==> config.mk <==
export PLATFORM = sky130hd
export DESIGN_NAME = flag_scheduler
export DESIGN_NICKNAME = d
export VERILOG_FILES = /design/src/rtl/flag_scheduler_pkg.sv /design/src/rtl/flag_cell.sv /design/src/rtl/flag_scheduler.sv
export SDC_FILE = /design/constraint.sdc
export NUM_CORES = 1
export LEC_CHECK = 0
export BUFFER_PORTS_ARGS = -buffer_cell sky130_fd_sc_hd__buf_2
export CAP_MARGIN = 25
export CORE_MARGIN = 5
export CORE_UTILIZATION = 50
export CTS_BUF_LIST = sky130_fd_sc_hd__clkbuf_8
export DETAILED_ROUTE_END_ITERATION = 16
export GPL_TIMING_DRIVEN = 1
export PLACE_DENSITY = 0.85
export RECOVER_POWER = 100
export SLEW_MARGIN = 0
export SYNTH_ARGS = -nofsm -noshare
export SYNTH_HDL_FRONTEND = slang
export SYNTH_SLANG_ARGS = --single-unit
==> constraint.sdc <==
create_clock -name clk -period 3.3 [get_ports clk]
set_input_delay 0.66 -clock clk [delete_from_list [all_inputs] [get_ports clk]]
set_output_delay 0.66 -clock clk [all_outputs]
set_load 0.01 [all_outputs]
==> src/rtl/flag_scheduler_pkg.sv <==
// flag_scheduler_pkg: shared types and the round-robin pick helper for flag_scheduler.
package flag_scheduler_pkg;
  localparam int N_MAX = 16;
  typedef enum logic {FS_IDLE, FS_OFFER} fs_state_t;
  // Unused high bits must be zero so the 4-bit wrap behaves as a wrap at N.
  function automatic logic [3:0] rr_pick(input logic [N_MAX-1:0] pending, input logic [3:0] ptr);
    logic [3:0] idx;
    rr_pick = ptr;
    for (int k = N_MAX - 1; k >= 0; k--) begin
      idx = ptr + 4'(k);
      if (pending[idx]) rr_pick = idx;
    end
  endfunction
endpackage

==> src/rtl/flag_cell.sv <==
// flag_cell: sticky event flag with set-over-clear priority; optional lost-event bit under FLAG_SCHEDULER_OVF_EN.
module flag_cell (
  input  logic clk,
  input  logic reset,
  input  logic set_i,
  input  logic clr_i,
  output logic flag_o
`ifdef FLAG_SCHEDULER_OVF_EN
  ,
  output logic ovf_o
`endif
);
  logic flag_q, flag_d;
  assign flag_d = set_i ? 1'b1 : clr_i ? 1'b0 : flag_q;
  always_ff @(posedge clk) flag_q <= reset ? 1'b0 : flag_d;
  assign flag_o = flag_q;
`ifdef FLAG_SCHEDULER_OVF_EN
  logic ovf_q, ovf_d;
  assign ovf_d = ovf_q | (set_i & flag_q & ~clr_i);
  always_ff @(posedge clk) ovf_q <= reset ? 1'b0 : ovf_d;
  assign ovf_o = ovf_q;
`endif
endmodule

==> src/rtl/flag_scheduler.sv <==
// flag_scheduler: round-robin valid/ready scheduler over N sticky event flags.
// Defining FLAG_SCHEDULER_OVF_EN adds the sticky lost-event output ovf_o.
module flag_scheduler
  import flag_scheduler_pkg::*;
#(
  parameter int N   = 4,
  parameter int IDW = $clog2(N)
) (
  input  logic           clk,
  input  logic           reset,
  input  logic [N-1:0]   set_i,
  output logic [N-1:0]   pending_o,
  output logic           out_valid,
  input  logic           out_ready,
  output logic [IDW-1:0] out_id,
  output logic           busy
`ifdef FLAG_SCHEDULER_OVF_EN
  ,
  output logic [N-1:0]   ovf_o
`endif
);
  fs_state_t      state_q, state_d;
  logic [IDW-1:0] ptr_q, ptr_d, id_q, id_d;
  logic [3:0]     pick;
  logic [N-1:0]   clr;
  logic           accept;
  assign accept = out_valid & out_ready;
  assign pick   = rr_pick(N_MAX'(pending_o), 4'(ptr_q));
  for (genvar i = 0; i < N; i++) begin : g_cell
    assign clr[i] = accept && id_q == IDW'(i);
    flag_cell u_cell (
      .clk   (clk),
      .reset (reset),
      .set_i (set_i[i]),
      .clr_i (clr[i]),
      .flag_o(pending_o[i])
`ifdef FLAG_SCHEDULER_OVF_EN
      ,
      .ovf_o (ovf_o[i])
`endif
    );
  end
  always_ff @(posedge clk) begin
    if (reset) begin
      state_q <= FS_IDLE;
      ptr_q   <= '0;
      id_q    <= '0;
    end else begin
      state_q <= state_d;
      ptr_q   <= ptr_d;
      id_q    <= id_d;
    end
  end
  // The offered index is latched only when leaving IDLE, so sets during OFFER cannot move it.
  always_comb begin
    state_d = state_q == FS_IDLE ? (|pending_o ? FS_OFFER : FS_IDLE) : (out_ready ? FS_IDLE : FS_OFFER);
    id_d    = (state_q == FS_IDLE && |pending_o) ? IDW'(pick) : id_q;
    ptr_d   = accept ? ((id_q == IDW'(N - 1)) ? '0 : id_q + IDW'(1)) : ptr_q;
  end
  always_comb begin
    out_valid = state_q == FS_OFFER;
    out_id    = id_q;
    busy      = |pending_o | out_valid;
  end
endmodule

==> results of run 1 <==
cells by family (layout without fill, tap and decap cells):
family | count (synthesis) | in the layout | synth area share
multiplexers | 8 | 8 | 0.134
buffers and inverters | 17 | 23 | 0.122
AO/OA/AOI/OAI | 23 | 23 | 0.201
XOR/XNOR | 1 | 1 | 0.0111
adder cells (fa/ha/maj) | 6 | 6 | 0.0949
flip-flops | 9 | 9 | 0.228
AND/OR/NAND/NOR | 35 | 35 | 0.209
critical path: cells and delay by family (launching register included):
kind            cells  cell delay, ps
compound gates      3             430
buf+inv             1             120
flops               1             540
mux                 1             570
fa+ha+maj           1             500
simple gates        1             110
final cells by class:
| class | instances | area [um^2] |
|---|---|---|
| fillers | 144 | 666 |
| multi-input cells | 73 | 514 |
| flip-flops and latches | 9 | 180 |
| repair buffers | 15 | 66.3 |
| clock buffers | 3 | 41.3 |
| well taps | 16 | 20.0 |
| inverters | 4 | 15.0 |
| clock inverters | 1 | 3.75 |
power breakdown:
group	internal (mW)	leakage, nW	switching (mW)
combinational	0.0545	0.227	0.0609
clock	0.0813	0.0269	0.0469
sequential	0.120	0.0749	0.0207
Yosys cell counts (all sizes together):
| master | instances |
|---|---|
| a211o | 1 |
| a211oi | 1 |
| a21boi | 1 |
| a21o | 1 |
| a21oi | 8 |
| a221o | 1 |
| a22oi | 1 |
| a311oi | 1 |
| a41oi | 1 |
| and2 | 1 |
| and3b | 1 |
| buf | 10 |
| clkbuf | 3 |
| dfxtp | 9 |
| ha | 6 |
| inv | 4 |
| mux2 | 1 |
| mux2i | 5 |
| mux4 | 2 |
| nand2 | 12 |
| nand2b | 6 |
| nand3 | 2 |
| nand4 | 1 |
| nor2 | 9 |
| nor2b | 1 |
| nor3 | 1 |
| nor4 | 1 |
| o211ai | 2 |
| o21ai | 3 |
| o21bai | 1 |
| o221ai | 1 |
| xnor2 | 1 |
cells in the final DEF (no fill, tap or decap), types with 2 or more instances in the layout:
master | Yosys | layout
buf_2 | 3 | 5
dfxtp_1 | 9 | 9
clkbuf_1 | 1 | 9
ha_1 | 6 | 6
nor2_1 | 9 | 9
nand2b_1 | 6 | 6
a21oi_1 | 8 | 8
mux2i_1 | 5 | 5
o211ai_1 | 2 | 2
inv_1 | 4 | 5
o21ai_0 | 2 | 2
mux4_2 | 2 | 2
clkbuf_8 | 0 | 3
nand3_1 | 2 | 2
nand2_1 | 12 | 12
state kept, by name, indices dropped and copies added, names as in the netlist:
register / cells
ptr_q: 2
out_id: 2
g_cell.u_cell.flag_o: 4
out_valid: 1
metal layers:
| metal | global-route usage | part of all wire |
|---|---|---|
| met2 | 0.244 | 0.50 |
| met4 | 0.0742 | 0.016 |
| met5 | 0 | 0 |
| met3 | 0.0331 | 0.057 |
| met1 | 0.182 | 0.43 |
worst paths after layout:
kind | start | endpoint | slack, ps | cells past startpoint
max | ptr_q[1] | out_id[1] | 900 | 7
min | out_id[0] | out_id[0] | 590 | 2
min reg2reg | out_id[0] | out_id[0] | 590 | 2
max reg2reg | ptr_q[1] | out_id[1] | 900 | 7
through the flow:
step	hold WS [ps]	instances	util	worst slack (ps)
2_1_floorplan	573	99	-	1080
3_3_place_gp	557	117	0.536	1030
3_5_place_dp	569	117	0.536	922
4_1_cts	588	121	0.566	924
5_1_grt	636	121	0.558	662
6_report	588	121	0.558	903
==> results, run 1 <==
- The I/O pin count is 15.
- The effective utilization at floorplan is 0.525.
- The number of DRC violations after detailed-routing iteration 0 is 10.
- The final layout contains 119 nets.
- The average wire per standard cell is 13.8 um.
- The via count of the first global-routing pass is 684.
- The CTS tree is built.
- CTS built an H-tree with a depth of 1.
- Subtracting the final worst setup slack from the clock period gives 2400 ps.
- For the worst-skew pair, the clock arrives at the later sink with an insertion delay of 230 ps.
- The final HPWL from detailed placement is 1250 um.
- The initial antenna violation count came to 0.
- The count of maximum capacitance violations is 0.
- Based on the critical path, the design can be clocked at up to 0.417 GHz.
- The setup TNS after final layout is 0 ps.
- The normalized max-slew margin is 0.742.
- Buffers added to address setup during post-CTS repair amount to 0.
- After floorplanning, the core was divided into 14 placement rows.
- For this run, the total global-route usage over all layers was measured as 0.150.
- The maximum cell stage delay along the critical path is 570 ps.
- The worst setup path is captured at a flip-flop.
- The area of the die is 0.00248 mm^2.
- The net count after synthesis is 112.
- The cell with the biggest individual delay on the critical path is mux4_2.
- The final route contains 714 vias.
- From synthesis to final layout, the design area changed by 6.33%.
- STA classifies the critical path startpoint as a flip-flop.
- The number of nets with antenna violations after routing is 0.
- The CTS root buffer is clkbuf_8.
- The total clock buffers created by CTS is 3.
- The die is 49.8 um wide.
- The congestion estimate from routability-driven global placement came to 0.905.
- In the routed design, unresolved DRC markers number 0.
- The placed instance area is 807 um^2.
- The final max-slew violation count was 0.
- The completed layout was analyzed and its total power is 0.384 mW.
- Summing all non-filler instances in the final layout gives an area of 841 um^2.
- The count of inserted antenna diode cells is 0.
- At the pin with the least slew margin, the transition time is 386 ps.
- The clock-pin slew of the registers on the worst-case setup and hold paths is 50 ps.
- Along the worst path, the maximum fanout reaches 12.
- The number of buffers added on ports is 14.
- The first detailed-routing pass took 4 iterations.
- Of the cells placed in the final design, the portion with a size suffix greater than 1 is 0.133.
- Once the clock tree was built, the resizer swapped 0 gates to a different size.
- The count of unique library cells instantiated by Yosys is 37.
- The register bit count reported by yosys is 9.
- Buffers inserted to repair hold after CTS numbered 0.
- The largest total area in the synthesized netlist belongs to dfxtp_1.
- Of the available clock period, the critical path in the final layout requires 0.726.
- The first global-routing pass estimated 2990 um of wire.
- Global routing finished with a remaining overflow of 0.
- After synthesis, the cell types taking the most area are dfxtp_1 (23%), ha_1 (9.5%), mux2i_1 (6.3%).
- The largest net degree at the start of global routing is 16.
- For the worst setup path, the data required time is 3400 ps.
- The critical path goes through inv_1 -> ha_1 -> mux4_2 -> a311oi_1 -> a21oi_1 -> nand4_1 -> a41oi_1.
- The hold violation count in the final report is 0.
- The sequential area share after synthesis is 0.228.
- For this block, the routed nets add up to 1670 um of wire.
- The tightest min-delay check is of the reg -> reg type.
- The share of synthesized area in the top cell type comes to 0.228.
- The die height is 49.8 um.
- The endpoint arrival time on the critical path is 2490 ps.
- Power spread over the standard cell area amounts to 457 mW/mm^2.
- The run finished with clean final reports.
- The area of the core is 0.00151 mm^2.
- Summed over all cells, the static leakage comes to 0.329 nW.
- The count of mapped cells out of synthesis is 99.
- Setup repair after global routing left no endpoint under its margin.
- Each instance of the synthesized netlist takes up on average 7.99 um^2.
- For this run, the number of Yosys warnings is 0.
- The clock drives 9 sinks.
- The type of the setup path with the least slack is reg -> reg.
- The synthesized cell area is 791 um^2.
- Clock skew on the completed layout was measured at 4.31 ps.
- The maximum VDD drop is 297 uV.
- The number of buffers on the longest clock path is 2.
- Setup violations remaining at the end of the flow were counted as 0.
- The average via count per standard cell is 5.90.
No activity file was read; power rests on OpenSTA's default activity.
==> run 2, diff against run 1 <==
ABC_AREA = 1   (was default)
clock period = 2.4 ns   (was 3.3 ns; I/O delays follow)
==> run 2 against run 1 <==
Net effect:
- cell count is 18% higher
- flip-flop and latch count stayed put
- worst setup slack worse by 330 ps
- via count is 0.98% lower
- critical path depth is 3 higher
- synthesized cell count is 15% higher
- routed wire length is 3.7% lower
- fmax is 31% higher
- total power is 44% higher
- sequential power is 34% higher
- largest cell class unchanged
==> results, run 2 <==
- The most common cell after layout, fill and taps aside is nand2_1 (unchanged).
- The storage element area is 180 um^2 (unchanged).
- The overflow left after global routing is 0 (unchanged).
- The number of cells traversed by the worst hold path was 3 (was 2).
- The final wirelength is 1600 um (was 1670 um).
- The flip-flop cell with the highest count after synthesis was dfxtp_1 (unchanged).
- The count of placed standard cells including taps is 139 (was 117).
- The area used by multi-input combinational logic is 455 um^2 (was 514 um^2).
- The launch instance of the worst min-delay path is set_i[2] (was out_id[0]).
- The number of fill cells is 147 (was 144).
- Synth area leaders: dfxtp_1 (24%), nand2_1 (12%), ha_1 (9.9%) (was dfxtp_1 (23%), ha_1 (9.5%), mux2i_1 (6.3%)).
- The endpoint of the lowest-slack register-to-register path is out_id[1] (unchanged).
- The cell with the biggest individual delay on the critical path is dfxtp_1 (was mux4_2).
- The first-pass GRT wire length is 2760 um (was 2990 um).
- The switching part of the total is 0.368 (was 0.335).
- The reported leakage power is 0.437 nW (was 0.329 nW).
- The average wire per standard cell is 11.2 um (was 13.8 um).
- The power density normalized to cell area is 651 mW/mm^2 (was 457 mW/mm^2).
- The number of buffers inserted by hold repair at cts was 0 (unchanged).
- The count of maximum capacitance violations came to 0 (unchanged).
- Leading cell types by count after synthesis: nand2_1 (25), inv_1 (16), dfxtp_1 (9), nand3_1 (9), nor2_1 (9) (was nand2_1 (12), dfxtp_1 (9), nor2_1 (9)).
- The post-synthesis compound-gate area fraction is 0.123 (was 0.201).
- The I/O pin count is 15 (unchanged).
- The critical path capture point is out_id[1] (unchanged).
- The number of clock sinks came to 9 (unchanged).
- The most common cell in the netlist is nand2_1 (unchanged).
- The type of the most critical hold path is in -> reg (was reg -> reg).
- The Yosys warning count is 0 (unchanged).
- The maximum cell stage delay along the critical path is 470 ps (was 570 ps).
- The parity-gate share of the synthesized area counting xor and xnor cells was 0 (was 0.0111).
- The clock share of power is 0.311 (was 0.334).
- The worst reg-to-reg path cell count is 10 (was 7).
- The buffer count from post-CTS setup fixing is 0 (unchanged).
- The combinational cell fraction of total power came to 0.348 (was 0.300).
- The register bit count reported by yosys came to 9 (unchanged).
- The type of the setup path with the least slack was reg -> reg (unchanged).
- The largest net degree at the start of global routing is 10 (was 16).
- The count of unique library cells instantiated by Yosys is 24 (was 37).
- The total number of nets in the final design is 141 (was 119).
- The worst hold slack across all endpoints came to 457 ps (was 588 ps).
- The clock latency on the worst-skew pair was 230 ps (about the same).
- The area share of the leading cell type in the synthesized netlist is 0.237 (was 0.228).
- The largest family of logic cells by synthesized area is simple AND/OR/NAND/NOR gates (unchanged).
- The via count of the first global-routing pass is 672 (was 684).
- The part of the cycle the worst path needs is 0.762 (was 0.726).
- The average cell area after synthesis is 6.67 um^2 (was 7.99 um^2).
- The global-route usage over all layers came to 0.141 (was 0.150).
- The design internal power is 0.349 mW (was 0.256 mW).
- In this design, the critical path's most frequently occurring cell is inv_1.
- The hold violation count in the final report is 0 (unchanged).
- The total clock buffers created by CTS is 3 (unchanged).
- The initial antenna violation count came to 0 (unchanged).
- The effective utilization at floorplan is 0.517 (was 0.525).
- The library cell occupying the most area in the post-synthesis netlist is dfxtp_1 (unchanged).
- The worst setup path startpoint is ptr_q[1] (unchanged).
- The data required time at the worst endpoint is 2520 ps (was 3400 ps).
- The area of the core is 0.00147 mm^2 (was 0.00151 mm^2).
- The net count after synthesis came to 127 (was 112).
- The number of buffers on the longest clock path is 2 (unchanged).
- The setup TNS after final layout came to 0 ps (unchanged).
- The number of nets with antenna violations after routing is 0 (unchanged).
- The area fraction in and, or, nand and nor cells after synthesis is 0.377 (was 0.209).
- The clock-pin slew of the registers on the worst-case setup and hold paths is 40 ps (was 50 ps).
- The post-layout minimum cycle time is 1830 ps (was 2400 ps).
- The CTS root buffer is clkbuf_8 (unchanged).
- The number of resized instances in the post-cts repair step is 0 (unchanged).
- The number of detailed-route iterations in the first pass is 4 (unchanged).
- The count of inserted antenna diode cells is 0 (unchanged).
- The number of vias after detailed routing was 707 (was 714).
- The area growth from synthesis to layout was 11.5% (was 6.33%).
- The average via count per standard cell came to 4.94 (was 5.90).
- The endpoint arrival time on the critical path is 1950 ps (was 2490 ps).
- The H-tree depth was 1 (unchanged).
- The transition time of the tightest slew-check pin is 277 ps (was 386 ps).
- The synthesized cell area is 761 um^2 (was 791 um^2).
- The worst setup skew after layout is 0.666 ps (was 4.31 ps).
- The DRC violation count after routing is 0 (unchanged).
- The overall die width came to 49.0 um (was 49.8 um).
- Status: finished clean (unchanged).
- The ratio of cells with drive above 1 in the final layout is 0.228 (was 0.133).
- The switching power is 0.203 mW (was 0.129 mW).
- The die height came to 49.0 um (was 49.8 um).
- The sequential share of power came to 0.341 (was 0.366).
- The CTS tree is built (unchanged).
- Critical Path, Cell by Cell: inv_1 -> ha_1 -> inv_1 -> nand3_1 -> nand3b_1 -> inv_1 -> nor3_1 -> nand2_1 -> nand2_1 -> a21oi_2 (was inv_1 -> ha_1 -> mux4_2 -> a311oi_1 -> a21oi_1 -> nand4_1 -> a41oi_1).
- The number of buffers added on ports is 14 (unchanged).
- The achievable frequency is 0.547 GHz (was 0.417 GHz).
- The number of failing setup endpoints in the final timing report is 0 (unchanged).
- The maximum VDD drop came to 473 uV (was 297 uV).
- The fraction of registers with async set/reset was 0 (unchanged).
- The sequential area share after synthesis is 0.237 (was 0.228).
- The number of DRC violations after detailed-routing iteration 0 is 14 (was 10).
- The flip-flop count of the largest register after layout is 4 (unchanged).
- The worst setup slack for register-to-register paths came to 570 ps (was 900 ps).
- The final weighted congestion in routability-driven placement is 0.881 (was 0.905).
- The post-synthesis adder-cell area fraction is 0.0987 (was 0.0949).
- The capturing element type of the critical path is a flip-flop (unchanged).
- Unrepaired setup endpoints after global routing: no (unchanged).
- The count of mapped cells out of synthesis was 114 (was 99).
- The normalized max-slew margin is 0.813 (was 0.742).
- The startpoint class of the critical path is a flip-flop (unchanged).
- The maximum fanout along the worst path was 8 (was 12).
- The total power after layout is 0.552 mW (was 0.384 mW).
- The count of flip-flops with a built-in enable after synthesis is 0 (unchanged).
- The total number of placement rows is 14 (unchanged).
- The final max-slew violation count came to 0 (unchanged).
- The fraction of synthesized area in multiplexers is 0 (was 0.134).
- The reg-to-reg critical path startpoint is ptr_q[1] (unchanged).
- The final HPWL from detailed placement was 1290 um (was 1250 um).
- Commonest cells after routing, fill and taps aside: nand2_1 (25), inv_1 (17), nor2_1 (9), nand3_1 (9), dfxtp_1 (9) (was nand2_1 (12), nor2_1 (9), dfxtp_1 (9), clkbuf_1 (9), a21oi_1 (8)).
- The post-layout instance count excluding filler cells was 143 (was 121).
- The area of the die is 0.00240 mm^2 (was 0.00248 mm^2).
-- run 2: power groups by stage --
stage / Clock (mW) / Sequential [mW] / Combinational [mW]
6_report: 0.172 / 0.188 / 0.192
5_1_grt: 0.186 / 0.191 / 0.220
4_1_cts: 0.174 / 0.187 / 0.197
3_5_place_dp: 0 / 0.190 / 0.195
3_3_place_gp: 0 / 0.189 / 0.188
2_1_floorplan: 0 / 0.189 / 0.153
-- run 2: logic make-up (layout without fill, tap and decap cells) --
kind of cell	count (synthesis)	in the layout
buf+inv	26	39
flops	9	9
fa+ha+maj	6	6
compound gates	15	15
simple gates	58	58
-- run 2: layout make-up --
class	instances	area share
clock buffers	3	0.0487
clock inverters	1	0.00442
flip-flops and latches	9	0.212
multi-input cells	79	0.537
inverters	20	0.0944
well taps	16	0.0236
repair buffers	15	0.0796
-- run 2: worst min-delay path by stage --
stage and to:
2_1_floorplan g_cell[0].u_cell.flag_o, 4_1_cts g_cell[3].u_cell.flag_o, 6_report g_cell[2].u_cell.flag_o, 3_3_place_gp ptr_q[0], 5_1_grt g_cell[1].u_cell.flag_o, 3_5_place_dp ptr_q[0]
-- run 2: worst max-delay path, delay by kind of cell (launching register included) --
family | cells | cell delay (ps)
simple gates | 5 | 510
flops | 1 | 470
fa+ha+maj | 1 | 360
buf+inv | 3 | 340
compound gates | 1 | 50
-- run 2: through the flow --
step / utilization / area (um^2) / worst slack, ps
6_report: 0.577 / 848 / 572
5_1_grt: 0.577 / 848 / 340
4_1_cts: 0.583 / 858 / 565
3_5_place_dp: 0.553 / 813 / 573
3_3_place_gp: 0.553 / 813 / 682
2_1_floorplan: - / 761 / 753
-- run 2: metal layers --
layer	routed length [um]	up-vias	share of wire	global-route usage
met4	23	0	0.014	0.0583
met2	806	19	0.50	0.241
met1	718	308	0.45	0.176
met3	56	5	0.035	0.0153
met5	0	-	0	0
li1	-	375	-	-
